## src/rtl/sfp_to_fix.sv

```systemverilog
// Three-stage sfp (26-bit) to signed fixed-point converter with saturation.
// Define SFP2FIX_ROUND_EN to round right shifts half-up instead of flooring.
module sfp_to_fix #(
  parameter int DW = 32,
  parameter int FW = 16,
  parameter int CW = 16
) (
  input  logic          i_clk,
  input  logic          i_rst,
  input  logic          i_req,
  input  logic [25:0]   i_di,
  input  logic          i_cnt_clr,
  output logic          o_vld,
  output logic [DW-1:0] o_do,
  output logic          o_ovf,
  output logic [CW-1:0] o_ovf_cnt
);

  localparam int WW = DW + 18;
  localparam logic signed [9:0] SOFF = 10'(FW - 143);
  localparam logic [8:0] DWS = 9'(DW);
  localparam logic signed [WW-1:0] MAXW =
    {{(WW-DW+1){1'b0}}, {(DW-1){1'b1}}};
  localparam logic signed [WW-1:0] MINW =
    {{(WW-DW+1){1'b1}}, {(DW-1){1'b0}}};
  localparam logic [DW-1:0] PMAX = {1'b0, {(DW-1){1'b1}}};
  localparam logic [DW-1:0] NMIN = {1'b1, {(DW-1){1'b0}}};

  logic signed [17:0]   r_p1_f;
  logic signed [9:0]    r_p1_s;
  logic                 r_p1_vld;
  logic [DW-1:0]        r_p2_r;
  logic                 r_p2_ovf;
  logic                 r_p2_neg;
  logic                 r_p2_vld;

  logic signed [17:0]   w_f;
  logic signed [9:0]    w_s;
  logic                 w_zero;
  logic                 w_left;
  logic                 w_big;
  logic [5:0]           w_lamt;
  logic signed [WW-1:0] w_wide;
  logic                 w_lovf;
  logic [9:0]           w_rneg;
  logic [4:0]           w_rsh;
  logic signed [17:0]   w_fl;
  logic signed [DW-1:0] w_rext;
  logic signed [DW-1:0] w_rres;

  assign w_f = {i_di[25], i_di[16:0]};
  assign w_s = $signed({2'b00, i_di[24:17]}) + SOFF;

  always_ff @(posedge i_clk or posedge i_rst) begin
    if (i_rst) begin
      r_p1_vld <= 1'b0;
      r_p1_f   <= '0;
      r_p1_s   <= '0;
    end else begin
      r_p1_vld <= i_req;
      if (i_req) begin
        r_p1_f <= w_f;
        r_p1_s <= w_s;
      end
    end
  end

  // left shift: wide enough that any in-range shift is exact
  assign w_zero = (r_p1_f == 18'sd0);
  assign w_left = ~r_p1_s[9];
  assign w_big  = (r_p1_s[8:0] >= DWS);
  assign w_lamt = r_p1_s[5:0];
  assign w_wide = $signed({{DW{r_p1_f[17]}}, r_p1_f}) <<< w_lamt;
  assign w_lovf = w_big ? ~w_zero
                : ((w_wide > MAXW) || (w_wide < MINW));

  // right shift: 17 or more leaves only sign bits
  assign w_rneg = -r_p1_s;
  assign w_rsh  = (w_rneg > 10'd17) ? 5'd17 : w_rneg[4:0];
  assign w_fl   = r_p1_f >>> w_rsh;
  assign w_rext = {{(DW-18){w_fl[17]}}, w_fl};

`ifdef SFP2FIX_ROUND_EN
  logic w_rbit;
  assign w_rbit = |(r_p1_f & (18'd1 << (w_rneg - 10'd1)));
  assign w_rres = w_rext + {{(DW-1){1'b0}}, w_rbit};
`else
  assign w_rres = w_rext;
`endif

  always_ff @(posedge i_clk or posedge i_rst) begin
    if (i_rst) begin
      r_p2_vld <= 1'b0;
      r_p2_r   <= '0;
      r_p2_ovf <= 1'b0;
      r_p2_neg <= 1'b0;
    end else begin
      r_p2_vld <= r_p1_vld;
      if (r_p1_vld) begin
        r_p2_r   <= w_zero ? '0
                  : (w_left ? w_wide[DW-1:0] : w_rres);
        r_p2_ovf <= w_left & w_lovf;
        r_p2_neg <= r_p1_f[17];
      end
    end
  end

  always_ff @(posedge i_clk or posedge i_rst) begin
    if (i_rst) begin
      o_vld <= 1'b0;
      o_do  <= '0;
      o_ovf <= 1'b0;
    end else begin
      o_vld <= r_p2_vld;
      if (r_p2_vld) begin
        o_do  <= r_p2_ovf ? (r_p2_neg ? NMIN : PMAX) : r_p2_r;
        o_ovf <= r_p2_ovf;
      end
    end
  end

  always_ff @(posedge i_clk or posedge i_rst) begin
    if (i_rst) begin
      o_ovf_cnt <= '0;
    end else if (i_cnt_clr) begin
      o_ovf_cnt <= '0;
    end else if (o_vld && o_ovf && (o_ovf_cnt != {CW{1'b1}})) begin
      o_ovf_cnt <= o_ovf_cnt + 1'b1;
    end
  end

endmodule
```

## config.mk

```make
export PLATFORM = sky130hd
export DESIGN_NAME = sfp_to_fix
export DESIGN_NICKNAME = d
export VERILOG_FILES = /design/src/rtl/sfp_to_fix.sv
export SDC_FILE = /design/constraint.sdc
export NUM_CORES = 1
export LEC_CHECK = 0
export ABC_CLOCK_PERIOD_IN_PS = 11600
export CORE_UTILIZATION = 55
export CTS_CLUSTER_DIAMETER = 120
export DETAILED_ROUTE_END_ITERATION = 7
export PLACE_DENSITY = 0.85
export SETUP_SLACK_MARGIN = 0.5
export SLEW_MARGIN = 10
export SYNTH_ARGS = -nofsm -noshare
export SYNTH_HDL_FRONTEND = slang
export SYNTH_SLANG_ARGS = --single-unit
```

## constraint.sdc

```tcl
create_clock -name i_clk -period 11.6 [get_ports i_clk]
set_input_delay 3.48 -clock i_clk [delete_from_list [all_inputs] [get_ports i_clk]]
set_output_delay 3.48 -clock i_clk [all_outputs]
set_load 0.03 [all_outputs]
```

# Word-level counts from Yosys, hierarchy flattened
# Cells that the tools add are included.
op_classes:
  n_addsub: 3
  n_lt_le_gt_ge: 4
  n_reduce_logical: 5
  bitwise: 3
  shift: 2
  n_mux: 8
  eq_ne: 1
ops:
  columns: ["operator", "n"]
  rows:
  - ["2-to-1 mux 32 bit", 4]
  - ["> comparator 50 x 32 -> 1 bit, second input constant", 1]
  - ["less-than comparator 50 x 32 -> 1 bit, second input constant", 1]
  - ["<<< shifter 18 x 6 -> 50 bit", 1]
  - ["2-to-1 mux 16 bit", 2]
  - ["zero test 18 bit", 1]
  - [">>> shifter 18 x 5 -> 18 bit", 1]
  - ["adder 16 x 1 -> 16 bit, second input constant", 1]
  - ["inequality test 16 bit, second input constant", 1]
  - ["adder 9 x 8 -> 10 bit, second input constant", 1]
  - ["> comparator 10 x 5 -> 1 bit, second input constant", 1]
  - ["negator 10 bit", 1]
  - [">= comparator 9 x 6 -> 1 bit, second input constant", 1]
  - ["2-to-1 mux 5 bit", 1]
  - ["logical AND 1 bit", 2]
  - ["inverter 1 bit", 2]
  - ["nonzero test 2 bit", 1]
  - ["AND 1 bit", 1]
  - ["logical OR 1 bit", 1]
  - ["2-to-1 mux 1 bit", 1]
totals:
  word_cells: 37
  input_bits: 30
  reg_bits: 114
  output_inout_bits: 50

# Longest topological paths before layout
depth:
  depth_word: 6
  depth_mapped: 17
  depth_no_buf: 10

# Worst setup path before layout
# No wires, ideal clock.
synth_timing:
  path_type: "input port to flip-flop"
  from: "input port i_req"
  to: "register r_p1_s[0]"
  setup_time_ns: 0.079
  path_buffers: 2
  arrival_ns: 4.291
  slack_ns: 7.229
  cell_stages: 3
  t_required_ns: 11.521
  path_cell_list: "clkbuf_1 -> buf_1 -> mux2i_1"
synth_rtl:
  columns: ["element", "line_no", "rtl"]
  rows:
  - ["from (decl)", "10", "input logic i_req,"]
  - ["to (signal assigned)", "63", "r_p1_s <= w_s;"]
  - ["to (decl)", "30", "logic signed [9:0] r_p1_s;"]
# No word-level cell between the ends.

# Final worst setup path
layout_timing:
  from: "register o_ovf_cnt[10]"
  to: "output port o_ovf_cnt[10]"
layout_rtl:
  columns: ["element", "line_no", "rtl"]
  rows:
  - ["from (decl)", "16", "output logic [CW-1:0] o_ovf_cnt"]
  - ["from (signal assigned)", "128", "o_ovf_cnt <= o_ovf_cnt + 1'b1;"]
# No word-level cell between the ends.

==> impl_results.md <==
* Run status: complete, but fails checks
* Failing checks: DRC
* Max Cap Viol at 0
* Main combinational cell family by area after synthesis: compound AO/OA/AOI/OAI gates
* GRT Total Usage at 0.319
* Arr. time, crit path at ~1.6 ns
* Starting DRC count in detailed routing at ~1000
* Post-Synth XOR/XNOR Area at 0.0221
* Layout area overhead at 15.7%
* Placed Instance Area at between 9000 and 10000 µm²
* Primary FF master, synth: dfrtp_1
* Site Rows at 44
* Grt ovf at 0
* Crit-path cells: clkdlybuf4s50_1
* CP max FO at 6
* Placer congestion estimate at between 0.9 and 1
* Syn Area/Cell at slightly below 9 µm²
* Slowest CP cell: clkdlybuf4s50_1
* Cell Pwr Density at between 150 and 200 nW/µm²
* CP Capture Type: primary output
* Crit-path max cell delay at slightly above 0.7 ns
* Ys Warns at 0
* CTS root buf: clkbuf_16
* Post-route ant nets at 0
* Layout cells sized above 1 at 0.122
* Clock transition at path regs at 0.05 ns
* TritonCTS Sinks at 114
* Setup violators final at 0
* Post-DP HPWL at about 16 mm
* N_diodes at 0
* CTS tree: yes
* Post-synth top area share at 0.343
* Final TNS setup at 0 ns
* Clk_skew at roughly 0.014 ns
* VDD IR-drop max at approximately 110 µV
* Post-CTS Resized at 0
* Startpoint Class: flop
* Gate Count Post-Synth at between 900 and 1000
* Minimum clock period at just over 5 ns
* Number of enable flip-flop cells after synthesis at 0
* DRC Markers at 20
* CTS buffer count at 17
* FFs w/ async S/R, synth at 1.00
* H-tree levels at 4
* Count of pins over their slew limit at 0
* Worst slew margin at 0.303
* Fin util at 0.657
* Largest net degree at the start of global routing at 74
* Synth unique cells at 89
* Initial DRT Pass Iterations at 8
* WS Path Type: flop to primary output
* Post-DR vias/cell at just under 7
* Mapped Area at a little over 8000 µm²
* Slew @ Worst Pin at approximately 1.0 ns
* Simple-gate portion of the synthesized area at 0.169
* Critical path buffer and inverter count at 1
* Adder-Cell Fraction of Synth Area at 0.00602
* Mapped Nets at slightly below 1000
* Final WL at between 20 and 25 mm
* Crit path required time at approximately 8 ns
* Total power at around 1500 µW
* Die Area at between 15000 and 20000 µm²
* Core box area at 14600 µm²
* Final nets at a little over 1000
* Area contributors post-synth: dfrtp_1, o21ai_0, nor2_1
* Final instance area at a little under 10000 µm²
* CP top delay family: buffers and inverters
* Vias at roughly 8000
* Clock Path Buffers at 2
* Post-CTS Setup Repair Bufs at 0
* Fmax at between 150 and 200 MHz
* Mux cell area share after synthesis at 0.122
* I/O pins at 80
* HP Class: flop to flop
* Number of synthesized register bits at 114
* Leading area contributor after synthesis: dfrtp_1
* Clock latency on the worst-skew pair at around 0.42 ns
* Complex-gate fraction of the synthesized area at 0.270
* Port Buffers at 79
* Routed len/inst at 20.9 µm
* Placed Cells at about 1100
* Vias in the first global route at 7307
* Number of hold buffers added after cts at 0
* Period utilisation layout at 0.435
* Final non-filler cell total at 1181
* Initial antenna violation count at 0
* Unrepaired setup endpoints after global routing: false
* Starting Density at 0.568
* Die W at around 120 µm
* First-pass GRT wire length at ~40 mm
* Die Ht at roughly 120 µm
* Fill cells at 1173
* Final hold vios at 0
* P_leak at roughly 0.0038 µW
* Sequential area share after synthesis at 0.343
[sequential cells by signal, indices dropped and copies added, names as in the netlist]
| name | flops |
|---|---|
| o_do | 32 |
| r_p2_r | 32 |
| r_p1_f | 18 |
| r_p1_s | 10 |
| r_p1_vld | 1 |
| o_vld | 1 |
| r_p2_vld | 1 |
| r_p2_ovf | 1 |
| r_p2_neg | 1 |
| o_ovf_cnt | 16 |
| o_ovf | 1 |
[cells in the final DEF, fill, tap and decap left out, types with 13 or more instances in the layout]
| master | count |
|---|---|
| o211ai_1 | 31 |
| a21oi_1 | 65 |
| nand3_1 | 27 |
| nor2_1 | 107 |
| nor3_1 | 16 |
| a31oi_1 | 13 |
| buf_4 | 13 |
| nand2_1 | 60 |
| clkdlybuf4s50_1 | 79 |
| o21ai_0 | 81 |
| mux2_2 | 34 |
| a211oi_1 | 14 |
| dfrtp_1 | 112 |
| inv_1 | 42 |
| clkbuf_16 | 17 |
| o2bb2ai_1 | 19 |
| mux2i_1 | 24 |
| mux4_2 | 14 |
[logic make-up after synthesis]
group,after synthesis
muxes,76
DFF,114
adders and majority gates,4
buffers and inverters,134
xor gates and xnor gates,21
and+or+nand+nor,289
AOI/OAI and AO/OA,323
[area by class of cell]
class | count | area, µm² | area share
clock buffer | 22 | 474 | 0.0493
multi-input combinational | 713 | 4900 | 0.509
clock inverter | 10 | 101 | 0.0105
tap | 184 | 230 | 0.0239
timing repair buffer | 92 | 888 | 0.0923
inverter | 46 | 175 | 0.0182
sequential | 114 | 2860 | 0.297
[routing by layer]
| layer | track usage | vias to the layer above | share of wire |
|---|---|---|---|
| li1 | - | 3628 | - |
| met4 | 0.143 | 0 | 0.040 |
| met3 | 0.0672 | 85 | 0.11 |
| met1 | 0.442 | 3808 | 0.41 |
| met5 | 0 | - | 0 |
| met2 | 0.481 | 519 | 0.44 |
[final timing paths]
check	startpoint	to	slack, ns	depth (start not counted)
setup / recovery	o_ovf_cnt[10]	o_ovf_cnt[10]	6.56	1
hold / removal	r_p2_r[22]	r_p2_r[22]	0.49	1
setup reg to reg	r_p1_s[0]	r_p2_r[9]	6.77	10
hold reg to reg	r_p2_r[22]	r_p2_r[22]	0.49	1
max in group asynchronous	i_rst	r_p1_s[0]	6.77	3
min in group asynchronous	i_rst	o_do[14]	3.45	2
[cell usage after synthesis (5+ instances only)]
library cell,count
mux2i_1,24
nand3_1,27
buf_2,12
nor2b_1,9
a221oi_1,5
a31o_2,6
nor2_1,107
o22ai_1,10
or3_1,8
a31oi_1,13
dfrtp_1,114
a211oi_1,14
mux4_2,14
inv_1,43
and2_1,7
o221ai_1,5
a22o_1,8
nand4_1,6
nor4_1,8
a2111oi_0,5
o2bb2ai_1,19
a21oi_1,65
and3_1,10
o21ai_0,81
nand2b_1,9
xor2_1,10
buf_1,10
xnor2_1,11
nor3_1,16
mux2_2,34
buf_6,6
nand2_1,60
clkbuf_1,59
o211ai_1,31
[power by group]
part,switching (µW),total (µW),internal (µW)
Combinational,310,508,197
Clock,191,504,313
Sequential,61.5,510,449
Total,563,1520,959
[through the flow]
stage	hold WS, ns	setup slack (ns)
2_1_floorplan	0.370	5.10
3_3_place_gp	0.465	6.27
3_5_place_dp	0.480	6.26
4_1_cts	0.494	6.55
5_1_grt	0.509	6.44
6_report	0.494	6.56
(Power assumes the default switching activity.)
